## src/rtl/aes_pkg.sv

```systemverilog
// Shared AES key-schedule types, the round-constant table and mode decode helpers.
package aes_pkg;

    typedef enum logic [1:0] {
        AES128 = 2'd0,
        AES192 = 2'd1,
        AES256 = 2'd2
    } aes_mode_e;

    typedef logic [31:0]  word_t;
    typedef logic [127:0] rkey_t;

    localparam logic [7:0] RCON [10] = '{
        8'h01, 8'h02, 8'h04, 8'h08, 8'h10, 8'h20, 8'h40, 8'h80, 8'h1b, 8'h36
    };

    // Mode 3 is not a legal AES variant and falls back to AES-128.
    function automatic logic [3:0] nk_of(input logic [1:0] m);
        case (aes_mode_e'(m))
            AES192:  return 4'd6;
            AES256:  return 4'd8;
            default: return 4'd4;
        endcase
    endfunction

    function automatic logic [3:0] nr_of(input logic [1:0] m);
        case (aes_mode_e'(m))
            AES192:  return 4'd12;
            AES256:  return 4'd14;
            default: return 4'd10;
        endcase
    endfunction

endpackage

```

## src/rtl/aes_sbox.sv

```systemverilog
// Combinational AES S-box: GF(2^8) inverse by x^254, then the FIPS-197 affine map.
module aes_sbox (
    input  logic [7:0] a,
    output logic [7:0] s
);

    function automatic logic [7:0] gmul(input logic [7:0] x, input logic [7:0] y);
        logic [7:0] p;
        logic [7:0] t;
        p = 8'h00;
        t = x;
        for (int k = 0; k < 8; k++) begin
            if (y[k]) p = p ^ t;
            t = {t[6:0], 1'b0} ^ (t[7] ? 8'h1b : 8'h00);
        end
        return p;
    endfunction

    logic [7:0] inv;
    logic [7:0] pw;

    // x^254 = x^2 * x^4 * ... * x^128; maps 0 to 0 as the S-box requires.
    always_comb begin
        inv = 8'h01;
        pw  = a;
        for (int k = 1; k < 8; k++) begin
            pw  = gmul(pw, pw);
            inv = gmul(inv, pw);
        end
        s = inv ^ {inv[6:0], inv[7]} ^ {inv[5:0], inv[7:6]}
                ^ {inv[4:0], inv[7:5]} ^ {inv[3:0], inv[7:4]} ^ 8'h63;
    end

endmodule

```

## src/rtl/aes_key_expander.sv

```systemverilog
// AES-128/192/256 key expansion, one word per cycle, round keys out on a valid/ready stream.
// Define AES_KS_REVERSE_EN to add a round-key buffer and reverse-order (decrypt) replay.
module aes_key_expander
    import aes_pkg::*;
#(
    parameter int KEY_MAX_BITS = 256,
    parameter int RK_IDX_W     = 4
) (
    input  logic                    clk,
    input  logic                    rst,
    input  logic                    start_valid,
    output logic                    start_ready,
    input  logic [1:0]              mode,
    input  logic                    dir,
    input  logic [KEY_MAX_BITS-1:0] key,
    output logic                    rk_valid,
    input  logic                    rk_ready,
    output logic [127:0]            round_key,
    output logic [RK_IDX_W-1:0]     rk_idx,
    output logic                    rk_last
);

    typedef enum logic [1:0] {S_IDLE, S_EXPAND, S_REPLAY} state_e;

    state_e                  state_q, state_d;
    logic [KEY_MAX_BITS-1:0] key_q;
    logic [3:0]              nk_q, nr_q;
    logic [5:0]              i_q;
    logic [2:0]              j_q;
    logic [3:0]              rc_q;
    logic [7:0][31:0]        win_q;
    logic [2:0][31:0]        asm_q;
    logic                    rk_valid_q, rk_last_q;
    rkey_t                   round_key_q;
    logic [RK_IDX_W-1:0]     rk_idx_q;

    word_t     prev_w, old_w, sub_in, sub_out, w_new;
    rkey_t     rk_new;
    logic [5:0] last_word;
    logic      key_phase, gen, rk_fire, start_fire, rev;

`ifdef AES_KS_REVERSE_EN
    logic  rev_q;
    rkey_t rkbuf [15];
    assign rev = rev_q;
`else
    logic unused_dir;
    assign unused_dir = dir;
    assign rev        = 1'b0;
`endif

    assign start_ready = (state_q == S_IDLE);
    assign start_fire  = start_valid && start_ready;
    assign rk_fire     = rk_valid_q && rk_ready;
    assign last_word   = {nr_q, 2'b11};
    assign key_phase   = i_q < {2'b00, nk_q};

    // win_q[k] holds w[i-1-k]
    assign prev_w = win_q[0];
    assign old_w  = win_q[3'(nk_q - 4'd1)];
    assign sub_in = (j_q == 3'd0) ? {prev_w[23:0], prev_w[31:24]} : prev_w;

    for (genvar b = 0; b < 4; b++) begin : g_sbox
        aes_sbox u_sbox (.a(sub_in[8*b +: 8]), .s(sub_out[8*b +: 8]));
    end

    always_comb begin
        w_new = old_w ^ prev_w;
        if (key_phase)
            w_new = key_q[KEY_MAX_BITS-1 -: 32];
        else if (j_q == 3'd0)
            w_new = old_w ^ sub_out ^ {RCON[rc_q], 24'h0};
        else if (nk_q == 4'd8 && j_q == 3'd4)
            w_new = old_w ^ sub_out;
    end

    assign rk_new = {asm_q[0], asm_q[1], asm_q[2], w_new};

    // Only the word that completes a round key can stall; replay fills never stall.
    assign gen = (state_q == S_EXPAND) && (i_q <= last_word)
               && (i_q[1:0] != 2'd3 || !rk_valid_q || rk_ready || rev);

    always_ff @(posedge clk) begin
        if (rst) state_q <= S_IDLE;
        else     state_q <= state_d;
    end

    always_comb begin
        state_d = state_q;
        case (state_q)
            S_IDLE:   if (start_valid) state_d = S_EXPAND;
            S_EXPAND: begin
                if (rk_fire && rk_last_q) state_d = S_IDLE;
`ifdef AES_KS_REVERSE_EN
                if (gen && rev && i_q == last_word) state_d = S_REPLAY;
`endif
            end
`ifdef AES_KS_REVERSE_EN
            S_REPLAY: if (rk_fire && rk_last_q) state_d = S_IDLE;
`endif
            default:  state_d = S_IDLE;
        endcase
    end

    always_ff @(posedge clk) begin
        if (rst) begin
            key_q       <= '0;
            nk_q        <= 4'd4;
            nr_q        <= 4'd10;
            i_q         <= '0;
            j_q         <= '0;
            rc_q        <= '0;
            win_q       <= '0;
            asm_q       <= '0;
            rk_valid_q  <= 1'b0;
            rk_last_q   <= 1'b0;
            round_key_q <= '0;
            rk_idx_q    <= '0;
`ifdef AES_KS_REVERSE_EN
            rev_q       <= 1'b0;
`endif
        end else begin
            if (start_fire) begin
                key_q <= key;
                nk_q  <= nk_of(mode);
                nr_q  <= nr_of(mode);
                i_q   <= '0;
                j_q   <= '0;
                rc_q  <= '0;
`ifdef AES_KS_REVERSE_EN
                rev_q <= dir;
`endif
            end
            if (rk_fire) begin
                rk_valid_q <= 1'b0;
                rk_last_q  <= 1'b0;
            end
            if (gen) begin
                win_q <= {win_q[6:0], w_new};
                key_q <= key_q << 32;
                i_q   <= i_q + 6'd1;
                j_q   <= ({1'b0, j_q} == nk_q - 4'd1) ? 3'd0 : j_q + 3'd1;
                if (!key_phase && j_q == 3'd0) rc_q <= rc_q + 4'd1;
                if (i_q[1:0] != 2'd3)
                    asm_q[i_q[1:0]] <= w_new;
                else if (!rev || i_q == last_word) begin
                    // In reverse mode the final round key goes straight out as the first replay entry.
                    round_key_q <= rk_new;
                    rk_idx_q    <= RK_IDX_W'(i_q[5:2]);
                    rk_last_q   <= !rev && (i_q[5:2] == nr_q);
                    rk_valid_q  <= 1'b1;
                end
            end
`ifdef AES_KS_REVERSE_EN
            if (state_q == S_REPLAY && rk_fire && !rk_last_q) begin
                round_key_q <= rkbuf[rk_idx_q - 1'b1];
                rk_idx_q    <= rk_idx_q - 1'b1;
                rk_last_q   <= (rk_idx_q == RK_IDX_W'(1));
                rk_valid_q  <= 1'b1;
            end
`endif
        end
    end

`ifdef AES_KS_REVERSE_EN
    always_ff @(posedge clk) begin
        if (gen && i_q[1:0] == 2'd3) rkbuf[i_q[5:2]] <= rk_new;
    end
`endif

    assign rk_valid  = rk_valid_q;
    assign rk_last   = rk_last_q;
    assign round_key = round_key_q;
    assign rk_idx    = rk_idx_q;

endmodule

```

## config.mk

```make
export PLATFORM = sky130hd
export DESIGN_NAME = aes_key_expander
export DESIGN_NICKNAME = d
export VERILOG_FILES = /design/src/rtl/aes_pkg.sv /design/src/rtl/aes_sbox.sv /design/src/rtl/aes_key_expander.sv
export SDC_FILE = /design/constraint.sdc
export NUM_CORES = 2
export LEC_CHECK = 0
export CORE_MARGIN = 2
export CORE_UTILIZATION = 62
export CTS_CLUSTER_SIZE = 16
export DETAILED_ROUTE_END_ITERATION = 7
export GPL_ROUTABILITY_DRIVEN = 0
export PLACE_DENSITY = 0.78
export SYNTH_ARGS = -nofsm -noshare
export SYNTH_HDL_FRONTEND = slang
export SYNTH_HIERARCHICAL = 1
export SYNTH_SLANG_ARGS = --single-unit
```

## constraint.sdc

```tcl
create_clock -name clk -period 28.8 [get_ports clk]
set_clock_uncertainty 0.2 [all_clocks]
set_input_delay 7.2 -clock clk [delete_from_list [all_inputs] [get_ports clk]]
set_output_delay 7.2 -clock clk [all_outputs]
set_load 0.02 [all_outputs]
```

==> impl_metrics.yaml <==
run_status:
  status: "completed"
yosys:
  synth_common_cells: "1855 x nand2_1, 1395 x xnor2_1, 1225 x nor2_1"
  syn_avg_cell_area_um2: 8.00
  synth_top_area_share_pct: 16.6
  yosysMostFrequentCell: "nand2_1"
  synth_seq_cells: 761
  ys.warnings.count: 6
  synth.distinct_cells: 124
  syn-num-nets: 11800
  synth_area_leaders: "dfxtp_1 17%, xnor2_1 13%, xnor3_1 8.7%, nand2_1 7.6%, nor2_1 5.0%"
  synthCells: 11500
  postSynth.asyncResetShare_pct: 0
  synth_ff_type: "dfxtp_1"
  synth_edf_count: 0
  yosys.area.top_type: "dfxtp_1"
  yosysSeqAreaShare_pct: 16.6
  synth_area_um2: 91700
floorplanning:
  rows: 141
  initial_core_util_pct: 62.3
  core_area_um2: 147000
  die_h_um: 389
  die_area_um2: 151000
  io_pins: 398
  dieWidth_um: 389
grt:
  grt.overflow.total: 0
  grt_pass1_wl_um: 424000
  first_global_vias: 78900
  gr-usage-all-layers_pct: 33.8
  antenna_found_initial: 28
  grt_max_degree: 254
final_layout:
  final_cell_area_um2: 98800
  fin_nets: 11600
  drive_above_1_share_pct: 9.20
  syn_to_final_growth_pct: 7.71
  multi_input_comb_area_um2: 72300
  fill_cells: 12100
  seq_area_um2: 15200
setup_path:
  cp-endpoint: "asm_q[56]$_SDFFE_PP0P_"
  critPathKind: "flip-flop to flip-flop"
  critPathTopFamily: "XOR/XNOR gates"
  cp_num_cells: 59
  cpMostUsedCell: "xnor3_1"
  startpoint: "j_q[0]$_SDFFE_PP0P_"
  cp-start-kind: "flip-flop"
  cp.arrival_ns: 22.13
  rr_endpoint: "asm_q[56]$_SDFFE_PP0P_"
  slowest_stage: "xnor3_1"
  rrSetupSlack_ns: 7.06
  required_ns: 29.19
  crit_path_end_kind: "flip-flop"
  r2r_cells: 59
  critPathMaxFanout: 39
  critPathMaxStageDelay_ns: 0.87
  crit_buf_inv: 4
  reg2reg_from: "j_q[0]$_SDFFE_PP0P_"
detailed_routing:
  via_per_inst: 6.35
  wl_per_cell_um: 20.1
  num_vias: 84600
  drc: 0
  dr.pass1.iters: 7
  ant_nets: 0
  drt_iter0_drc: 10000
  routed_wl_um: 268000
sta:
  tightest_slew_ns: 1.29
  period_minus_slack_ns: 21.74
  setup_violations: 0
  rsz0062_at_grt: "no"
  fin_crit_sh_pct: 75.5
  slew_headroom_pct: 13.9
  slew_viol_final: 0
  hold_viol_final: 0
  max_freq_ghz: 0.0460
  setup_tns_ns: 0
clock_network:
  holdBufCountCts: 0
  cts_tree: "yes"
  clkLatencyLatePin_ns: 0.69
  cts_setup_buffers: 0
  h-tree-depth: 3
  cts_buffers: 78
  cts_buffer_depth: 3
  clk_pin_slew_ns: 0.08
  cts.root.buffer_cell: "clkbuf_16"
  cts_resized: 0
  clkSinkCount: 761
placement:
  placed_cell_area_um2: 96100
  hpwlAfterDp_um: 187000
  io_buffers: 396
worst_hold_path:
  hold_class: "flip-flop to flip-flop"
job:
  maxCapViolCount: 0
stage by stage:
step           instances  util, %  setup WS (ns)  hold slack, ns
5_1_grt            13300     67.1           5.79           0.257
4_1_cts            13300     67.0           7.55           0.237
6_report           13300     67.1           7.06           0.247
3_5_place_dp       13200     65.2           7.67           0.243
3_3_place_gp       13200     65.2           8.26           0.235
2_1_floorplan      11500        -          11.72           0.232
placed cells by master (no fill, tap or decap), types with 40 or more instances in the layout:
cell type,netlist,layout
xor2_2,48,55
xnor2_1,1395,1362
a22oi_1,293,293
inv_1,66,66
o21a_1,45,44
mux2i_1,245,245
ha_1,50,48
a31oi_1,86,86
clkdlybuf4s50_1,0,395
mux2_2,50,50
nand3_1,205,205
nand2_1,1855,1855
nor2b_1,82,80
xnor3_1,356,356
xor3_1,52,52
dfxtp_1,761,760
o211ai_1,49,49
o31ai_1,50,50
o21ai_1,83,82
buf_4,53,230
nor3_1,214,214
nand2b_1,99,98
xor2_1,359,352
xnor2_4,44,44
or3_1,81,81
and2_1,77,77
nand4_1,61,61
xnor2_2,176,209
nor2_1,1225,1221
and3_1,61,61
xnor3_2,44,44
a32oi_1,40,40
clkbuf_16,0,78
a211oi_1,184,184
o21ai_0,246,246
a21oi_1,914,914
o22ai_1,111,111
nor4_1,63,63
nand3b_1,49,49
worst min-delay path: stages, from the launching register on:
cell and delay [ns]:
dfxtp_1 0.31, nand2_1 0.06, a21oi_1 0.06
cells by family after synthesis:
| group | count (synthesis) | synth area share (%) |
|---|---|---|
| simple gates | 4269 | 20.7 |
| buf+inv | 960 | 5.01 |
| mux | 338 | 4.29 |
| xor+xnor | 2498 | 34.0 |
| compound gates | 2587 | 18.7 |
| fa+ha+maj | 54 | 0.726 |
| flops | 761 | 16.6 |
sequential cells by signal, summed over array words and instances, names as in the netlist:
| register | flops |
|---|---|
| asm_q | 96 |
| i_q | 6 |
| j_q | 3 |
| key_q | 256 |
| nk_q | 3 |
| nr_q | 2 |
| prev_w | 32 |
| rc_q | 4 |
| rk_idx | 4 |
| rk_last | 1 |
| rk_valid | 1 |
| round_key | 128 |
| state_q | 1 |
| win_q | 224 |
routing by layer:
metal	part of all wire, %	vias up	wire length (um)	GRT usage [%]
met2	46	4082	123000	53.9
met5	0.018	-	47	0
li1	-	39600	-	-
met4	3.4	8	9190	12.8
met3	9.8	665	26100	6.11
met1	41	40200	109000	45.6
area by class of cell:
cell class	count	share of cell area [%]
Inverter	102	0.387
Clock inverter	28	0.420
Sequential cell	761	15.4
Antenna cell	25	0.0633
Tap cell	1930	2.44
Multi-Input combinational cell	9746	73.2
Clock buffer	107	2.25
Timing Repair Buffer	631	5.87
how the worst min path moves through the flow:
stage          slack (ns)  depth (start not counted)               startpoint                           to
6_report             0.25                          2   asm_q[22]$_SDFFE_PP0P_  round_key[118]$_SDFFE_PP0P_
2_1_floorplan        0.23                          2  key_q[224]$_SDFFE_PP0P_      key_q[224]$_SDFFE_PP0P_
3_5_place_dp         0.24                          2   asm_q[52]$_SDFFE_PP0P_   round_key[84]$_SDFFE_PP0P_
4_1_cts              0.24                          2   asm_q[15]$_SDFFE_PP0P_  round_key[111]$_SDFFE_PP0P_
5_1_grt              0.26                          2  win_q[154]$_SDFFE_PP0P_      win_q[186]$_SDFFE_PP0P_
3_3_place_gp         0.23                          2   win_q[71]$_SDFFE_PP0P_      win_q[103]$_SDFFE_PP0P_
Power is not shown: default switching activity piles up to over one toggle a cycle in this logic, so the estimate is an artifact.
